===== src/rtl/ex_div_if.sv =====
// ex_div_if: request/response bundle between the EX stage and the divider.
//   master (EX side)      : drives start_i, op_i, dividend_i, divisor_i,
//                           reg_waddr_i, abort_i; receives busy_o, ready_o,
//                           result_o, reg_waddr_o.
//   slave  (divider side) : the mirror image of master.
// Signal names keep the divider's point of view (_i into it, _o out of it).
interface ex_div_if #(
  parameter int XLEN = 32
);
  logic            start_i;
  logic [2:0]      op_i;
  logic [XLEN-1:0] dividend_i;
  logic [XLEN-1:0] divisor_i;
  logic [4:0]      reg_waddr_i;
  logic            abort_i;
  logic            busy_o;
  logic            ready_o;
  logic [XLEN-1:0] result_o;
  logic [4:0]      reg_waddr_o;

  modport master (
    output start_i, op_i, dividend_i, divisor_i, reg_waddr_i, abort_i,
    input  busy_o, ready_o, result_o, reg_waddr_o
  );

  modport slave (
    input  start_i, op_i, dividend_i, divisor_i, reg_waddr_i, abort_i,
    output busy_o, ready_o, result_o, reg_waddr_o
  );
endinterface


===== src/rtl/ex_div.sv =====
// ex_div: multi-cycle RISC-V DIV/DIVU/REM/REMU unit next to the EX stage.
// Radix-2 restoring division, one quotient bit per cycle, XLEN iterations.
//   clk        : core clock, rising edge
//   rst        : synchronous active-high reset
//   div_if     : ex_div_if.slave
//     start_i/op_i/dividend_i/divisor_i/reg_waddr_i : request from EX
//     abort_i    : pipeline flush, cancels any operation in flight
//     busy_o     : stall request (combinational)
//     ready_o    : one-cycle result pulse
//     result_o   : quotient or remainder (held after the pulse)
//     reg_waddr_o: destination index belonging to result_o
module ex_div #(
  parameter int XLEN = 32
) (
  input  logic     clk,
  input  logic     rst,
  ex_div_if.slave  div_if
);

  localparam int CW = $clog2(XLEN);

  typedef enum logic [1:0] {
    S_IDLE,
    S_CALC,
    S_DONE
  } state_t;

  state_t          state_q, state_d;
  logic [CW-1:0]   cnt_q, cnt_d;
  logic [XLEN-1:0] quo_q, quo_d;     // dividend shifts out the top, quotient in the bottom
  logic [XLEN-1:0] rem_q, rem_d;
  logic [XLEN-1:0] dvs_q, dvs_d;     // |divisor|
  logic [2:0]      op_q, op_d;
  logic [4:0]      waddr_q, waddr_d;
  logic            neg_q, neg_d;     // negate the selected result at the end
  logic [XLEN-1:0] result_q, result_d;
  logic [4:0]      out_waddr_q, out_waddr_d;

  // Request decode
  logic            req_signed, req_rem;
  logic            a_neg, b_neg;
  logic [XLEN-1:0] a_abs, b_abs;
  logic            div_zero, sgn_ovf;

  // One restoring step
  logic [XLEN:0]   rem_shift, diff;
  logic            ge;
  logic [XLEN-1:0] rem_iter, quo_iter, mag, final_res;

  always_comb begin
    req_signed = ~div_if.op_i[0];
    req_rem    = div_if.op_i[1];
    a_neg      = req_signed & div_if.dividend_i[XLEN-1];
    b_neg      = req_signed & div_if.divisor_i[XLEN-1];
    a_abs      = a_neg ? -div_if.dividend_i : div_if.dividend_i;
    b_abs      = b_neg ? -div_if.divisor_i  : div_if.divisor_i;
    div_zero   = (div_if.divisor_i == '0);
    sgn_ovf    = req_signed
               & (div_if.dividend_i == {1'b1, {(XLEN-1){1'b0}}})
               & (div_if.divisor_i == '1);

    // Remainder always stays below |divisor|, so the XLEN+1-bit difference
    // never wraps; its top bit is a clean borrow flag.
    rem_shift  = {rem_q, quo_q[XLEN-1]};
    diff       = rem_shift - {1'b0, dvs_q};
    ge         = ~diff[XLEN];
    rem_iter   = ge ? diff[XLEN-1:0] : rem_shift[XLEN-1:0];
    quo_iter   = {quo_q[XLEN-2:0], ge};
    mag        = op_q[1] ? rem_iter : quo_iter;
    final_res  = neg_q ? -mag : mag;
  end

  always_comb begin
    state_d     = state_q;
    cnt_d       = cnt_q;
    quo_d       = quo_q;
    rem_d       = rem_q;
    dvs_d       = dvs_q;
    op_d        = op_q;
    waddr_d     = waddr_q;
    neg_d       = neg_q;
    result_d    = result_q;
    out_waddr_d = out_waddr_q;

    unique case (state_q)
      S_IDLE: begin
        if (div_if.start_i && !div_if.abort_i) begin
          op_d    = div_if.op_i;
          waddr_d = div_if.reg_waddr_i;
          quo_d   = a_abs;
          rem_d   = '0;
          dvs_d   = b_abs;
          cnt_d   = '0;
          neg_d   = req_rem ? a_neg : (a_neg ^ b_neg);
          if (div_zero) begin
            result_d    = req_rem ? div_if.dividend_i : '1;
            out_waddr_d = div_if.reg_waddr_i;
            state_d     = S_DONE;
          end else if (sgn_ovf) begin
            result_d    = req_rem ? '0 : div_if.dividend_i;
            out_waddr_d = div_if.reg_waddr_i;
            state_d     = S_DONE;
          end else begin
            state_d = S_CALC;
          end
        end
      end
      S_CALC: begin
        if (div_if.abort_i) begin
          state_d = S_IDLE;
        end else begin
          quo_d = quo_iter;
          rem_d = rem_iter;
          cnt_d = cnt_q + 1'b1;
          if (cnt_q == CW'(XLEN-1)) begin
            result_d    = final_res;
            out_waddr_d = waddr_q;
            state_d     = S_DONE;
          end
        end
      end
      S_DONE: begin
        // Result is complete; a flush here cannot cancel the pulse.
        state_d = S_IDLE;
      end
      default: state_d = S_IDLE;
    endcase
  end

  always_ff @(posedge clk) begin
    if (rst) begin
      state_q     <= S_IDLE;
      cnt_q       <= '0;
      quo_q       <= '0;
      rem_q       <= '0;
      dvs_q       <= '0;
      op_q        <= '0;
      waddr_q     <= '0;
      neg_q       <= 1'b0;
      result_q    <= '0;
      out_waddr_q <= '0;
    end else begin
      state_q     <= state_d;
      cnt_q       <= cnt_d;
      quo_q       <= quo_d;
      rem_q       <= rem_d;
      dvs_q       <= dvs_d;
      op_q        <= op_d;
      waddr_q     <= waddr_d;
      neg_q       <= neg_d;
      result_q    <= result_d;
      out_waddr_q <= out_waddr_d;
    end
  end

  // Busy covers the issue cycle and every CALC cycle but drops in DONE, so
  // the EX hold releases exactly when the result is written back.
  assign div_if.busy_o      = ~rst & ~div_if.abort_i
                            & (((state_q == S_IDLE) & div_if.start_i) | (state_q == S_CALC));
  assign div_if.ready_o     = (state_q == S_DONE);
  assign div_if.result_o    = result_q;
  assign div_if.reg_waddr_o = out_waddr_q;

endmodule


===== src/flat_wrapper.sv =====
// flat-port wrapper written by rule: the top's interface ports become plain ports
module ex_div_flat 
#(
  parameter int XLEN = 32
)
  (clk, rst, div_if_start_i, div_if_op_i, div_if_dividend_i, div_if_divisor_i, div_if_reg_waddr_i, div_if_abort_i, div_if_busy_o, div_if_ready_o, div_if_result_o, div_if_reg_waddr_o);
  ex_div_if #(.XLEN(XLEN)) div_if_i ();
  input  logic clk;
  input  logic rst;
  input wire logic [$bits(div_if_i.start_i)-1:0] div_if_start_i;
  input wire logic [$bits(div_if_i.op_i)-1:0] div_if_op_i;
  input wire logic [$bits(div_if_i.dividend_i)-1:0] div_if_dividend_i;
  input wire logic [$bits(div_if_i.divisor_i)-1:0] div_if_divisor_i;
  input wire logic [$bits(div_if_i.reg_waddr_i)-1:0] div_if_reg_waddr_i;
  input wire logic [$bits(div_if_i.abort_i)-1:0] div_if_abort_i;
  output wire logic [$bits(div_if_i.busy_o)-1:0] div_if_busy_o;
  output wire logic [$bits(div_if_i.ready_o)-1:0] div_if_ready_o;
  output wire logic [$bits(div_if_i.result_o)-1:0] div_if_result_o;
  output wire logic [$bits(div_if_i.reg_waddr_o)-1:0] div_if_reg_waddr_o;
  assign div_if_i.start_i = div_if_start_i;
  assign div_if_i.op_i = div_if_op_i;
  assign div_if_i.dividend_i = div_if_dividend_i;
  assign div_if_i.divisor_i = div_if_divisor_i;
  assign div_if_i.reg_waddr_i = div_if_reg_waddr_i;
  assign div_if_i.abort_i = div_if_abort_i;
  assign div_if_busy_o = div_if_i.busy_o;
  assign div_if_ready_o = div_if_i.ready_o;
  assign div_if_result_o = div_if_i.result_o;
  assign div_if_reg_waddr_o = div_if_i.reg_waddr_o;
  ex_div #(.XLEN(XLEN)) u_core (.clk(clk), .rst(rst), .div_if(div_if_i));
endmodule

===== config.mk =====
export PLATFORM = sky130hd
export DESIGN_NAME = ex_div_flat
export DESIGN_NICKNAME = d
export VERILOG_FILES = /design/src/rtl/ex_div_if.sv /design/src/rtl/ex_div.sv /design/src/flat_wrapper.sv
export SDC_FILE = /design/constraint.sdc
export NUM_CORES = 1
export LEC_CHECK = 0
export CAP_MARGIN = 20
export CORE_MARGIN = 8
export CORE_UTILIZATION = 25
export CTS_CLUSTER_DIAMETER = 100
export DETAILED_ROUTE_END_ITERATION = 16
export GPL_ROUTABILITY_DRIVEN = 0
export REMOVE_ABC_BUFFERS = 1
export SLEW_MARGIN = 20
export SYNTH_ARGS = -nofsm -noshare
export SYNTH_HDL_FRONTEND = slang
export SYNTH_SLANG_ARGS = --single-unit

===== constraint.sdc =====
create_clock -name clk -period 5.9 [get_ports clk]
set_input_delay 0.59 -clock clk [delete_from_list [all_inputs] [get_ports clk]]
set_output_delay 0.59 -clock clk [all_outputs]
set_load 0.02 [all_outputs]

==> impl_metrics.ini <==
[power_and_ir_drop]
seq_power_share_pct = 33.5
power_density_nw_per_um2 = 226
p_sw_share_pct = 34.9
power_leakage_nw = 4.99
clkPwrFrac_pct = 36.0
vdd_ir_drop_max_v = 0.000203
p_int_mw = 2.10
p_comb_share_pct = 30.5
p_sw_mw = 1.13

[synth]
synth-warning-count = 0
yosysUniqueCellTypes = 102
synth_top_family_by_area = compound AO/OA/AOI/OAI gates
synth_common_cells = 263 x nor2_1, 176 x a21oi_1, 175 x nand2_1
async_flop_share_pct = 0
ys_seq_area_share_pct = 24.2
muxShareOfSynthArea_pct = 1.85
synth.top_cell.area_share_pct = 24.2
synth_adder_area_share_pct = 4.08
synth_area_leaders = dfxtp_1 24%, nor2_1 8.1%, a21oi_1 7.3%
ys.flop_type = dfxtp_1
synth_compound_area_share_pct = 30.4
synth_simple_gate_area_share_pct = 26.1
ys_seq_elements = 147
synth_xor_area_share_pct = 6.56
syn-instance-count = 1705
synth_largest_area_cell = dfxtp_1
avgSynthCellArea_um2 = 7.12
synthesis.area_um2 = 12100
synth_edf_count = 0
synth_most_common_cell = nor2_1

[cts]
clockRootBuffer = clkbuf_16
cts_hold_buf = 0
cts_tree = built
cts.clk_slew.worst_paths_ps = 60
post-cts-setup-buffers = 0
cts_resized = 0
cts_max_level = 4
cts.sinks = 147
cts_buffers = 17
clock_path_buffers = 2
clkLatencyLatePin_ps = 440

[routing]
wl_met3_um = 2330
dr.pass1.iters = 5
topRoutingLayerUsed = met4
vias = 13000
vias_per_cell = 5.49
wl_met2_um = 21700
drt_iter0_markers = 1210
wl_per_cell_um = 18.6
drt-total-wl_um = 43900
route.detailed.drc = 0
met1Wirelength_um = 18400
postRouteAntennaNets = 0

[placement]
dp_hpwl_um = 32900
io_buffers = 113
place_inst = 2337
place_area_um2 = 13700

[sta]
max_slew_margin_pct = 25.7
setup-violations-final = 0
final.period_utilization_pct = 85.1
maxSlewViolCount = 0
rsz0062_at_grt = false
hold_viol = 0
max_clock_freq_ghz = 0.199
period_needed_ps = 5020
tightestPinTransition_ps = 1110
finClkSkew_ps = 10.9

[finish]
antenna_cells = 0
final_nets = 1856
design_area_um2 = 14300
layout-drive-gt1-share_pct = 6.34
synthToLayoutAreaGrowth_pct = 17.4
final_cell_count_no_fill = 2367

[global_routing]
antenna_found_initial = 0
track_usage_pct = 15.1
grt_max_degree = 81
grt-ovfl-total = 0
grt_pass1_vias = 12200
grt_pass1_wl_um = 68600

[worst_setup_path]
r2r_start = u_core.quo_q[31]
cp-startpoint = u_core.quo_q[31]
setup.worst_path.end = u_core.div_if.result_o[31]
rr_worst_depth = 17
r2r_slack_ps = 880
r2r-end = u_core.div_if.result_o[31]
path_max_fanout = 38
arrival_ps = 5370
cp-end-kind = flop
cp.required_ps = 6250
path_class = reg -> reg
worstSetupStartpointType = flop

[floorplanning]
core_um2 = 47800
rows = 80
die_area_um2 = 55900
ios = 115
fp.dieW_um = 236
start_util_pct = 25.4
die_h_um = 236

[run_status]
status = completed

[flow_run]
max_cap_viol_count = 0

[min_path]
min_path_type = reg -> reg
==> power groups by stage <==
stage	clock network (mW)	registers [mW]	logic [mW]
after floorplan	0	1.10	0.633
after global placement	0	1.10	0.951
after detailed placement	0	1.10	0.963
after CTS	1.18	1.08	0.969
after global routing	1.22	1.09	1.07
final	1.16	1.08	0.984
==> cells in the final DEF, fill, tap and decap left out, drive strengths merged, types with 38 or more instances in the layout <==
cell and n:
a211oi 78, a21oi 181, clkdlybuf4s50 112, dfxtp 147, ha 38, inv 56, nand2 176, nor2 263
nor3 66, o21ai 92, xor2 54
==> stage by stage <==
stage	util [%]	power, mW	TNS, ps	setup WS [ps]	hold slack, ps
after global routing	29.8	3.37	0	585	467
after global placement	28.5	2.05	0	1110	443
after floorplan	-	1.73	-171340	-2840	426
after CTS	29.8	3.23	0	993	456
after detailed placement	28.5	2.06	0	1030	447
final	29.8	3.22	0	878	455
==> worst max-delay path: stages (launching register included) <==
cell and delay (ps):
dfxtp_1 330, inv_1 90, ha_1 170, inv_1 60, fa_1 410, a211oi_1 350, or3_1 270, a21oi_1 110
o21ai_1 340, a21oi_2 140, nor2_2 180, buf_4 450, o21ai_0 310, a2111oi_4 600, nand4_1 380, o31ai_1 400
xor2_1 110, a211oi_1 230
==> state kept, by name, summed over array words and instances (netlist names) <==
| register | count |
|---|---|
| u_core.div_if.reg_waddr_o | 5 |
| u_core.neg_q | 1 |
| u_core.waddr_q | 5 |
| u_core.quo_q | 32 |
| u_core.op_q | 1 |
| u_core.rem_q | 32 |
| u_core.dvs_q | 32 |
| u_core.cnt_q | 5 |
| u_core.div_if.result_o | 32 |
| u_core.state_q | 2 |
==> final cells by class <==
class                   instances  area (um^2)
fillers                      5151        33600
multi-input cells            1382         8420
flip-flops and latches        147         2940
repair buffers                137         1310
well taps                     615          769
clock buffers                  20          437
inverters                      56          210
clock inverters                10          160
==> how the worst min path moves through the flow <==
stage | startpoint | end | depth (start not counted) | slack, ps
final | u_core.waddr_q[1] | u_core.waddr_q[1] | 2 | 460
after global routing | u_core.waddr_q[1] | u_core.waddr_q[1] | 2 | 470
after CTS | u_core.waddr_q[4] | u_core.waddr_q[4] | 2 | 460
after detailed placement | u_core.waddr_q[4] | u_core.waddr_q[4] | 2 | 450
after global placement | u_core.cnt_q[4] | u_core.cnt_q[4] | 2 | 440
after floorplan | u_core.dvs_q[27] | u_core.dvs_q[27] | 2 | 430
==> per-layer routing <==
layer / vias to the layer above / GRT usage [%]
li1: 6280 / -
met3: 87 / 2.33
met1: 6171 / 18.4
met5: - / 0
met4: 0 / 4.83
met2: 446 / 26.9
==> cell families (layout without fill, tap and decap cells) <==
kind of cell | Yosys count | in the layout
simple gates | 683 | 683
compound gates | 547 | 547
buf+inv | 176 | 223
flops | 147 | 147
xor+xnor | 91 | 91
fa+ha+maj | 39 | 39
mux | 22 | 22
No activity file was read; power rests on OpenSTA's default activity.
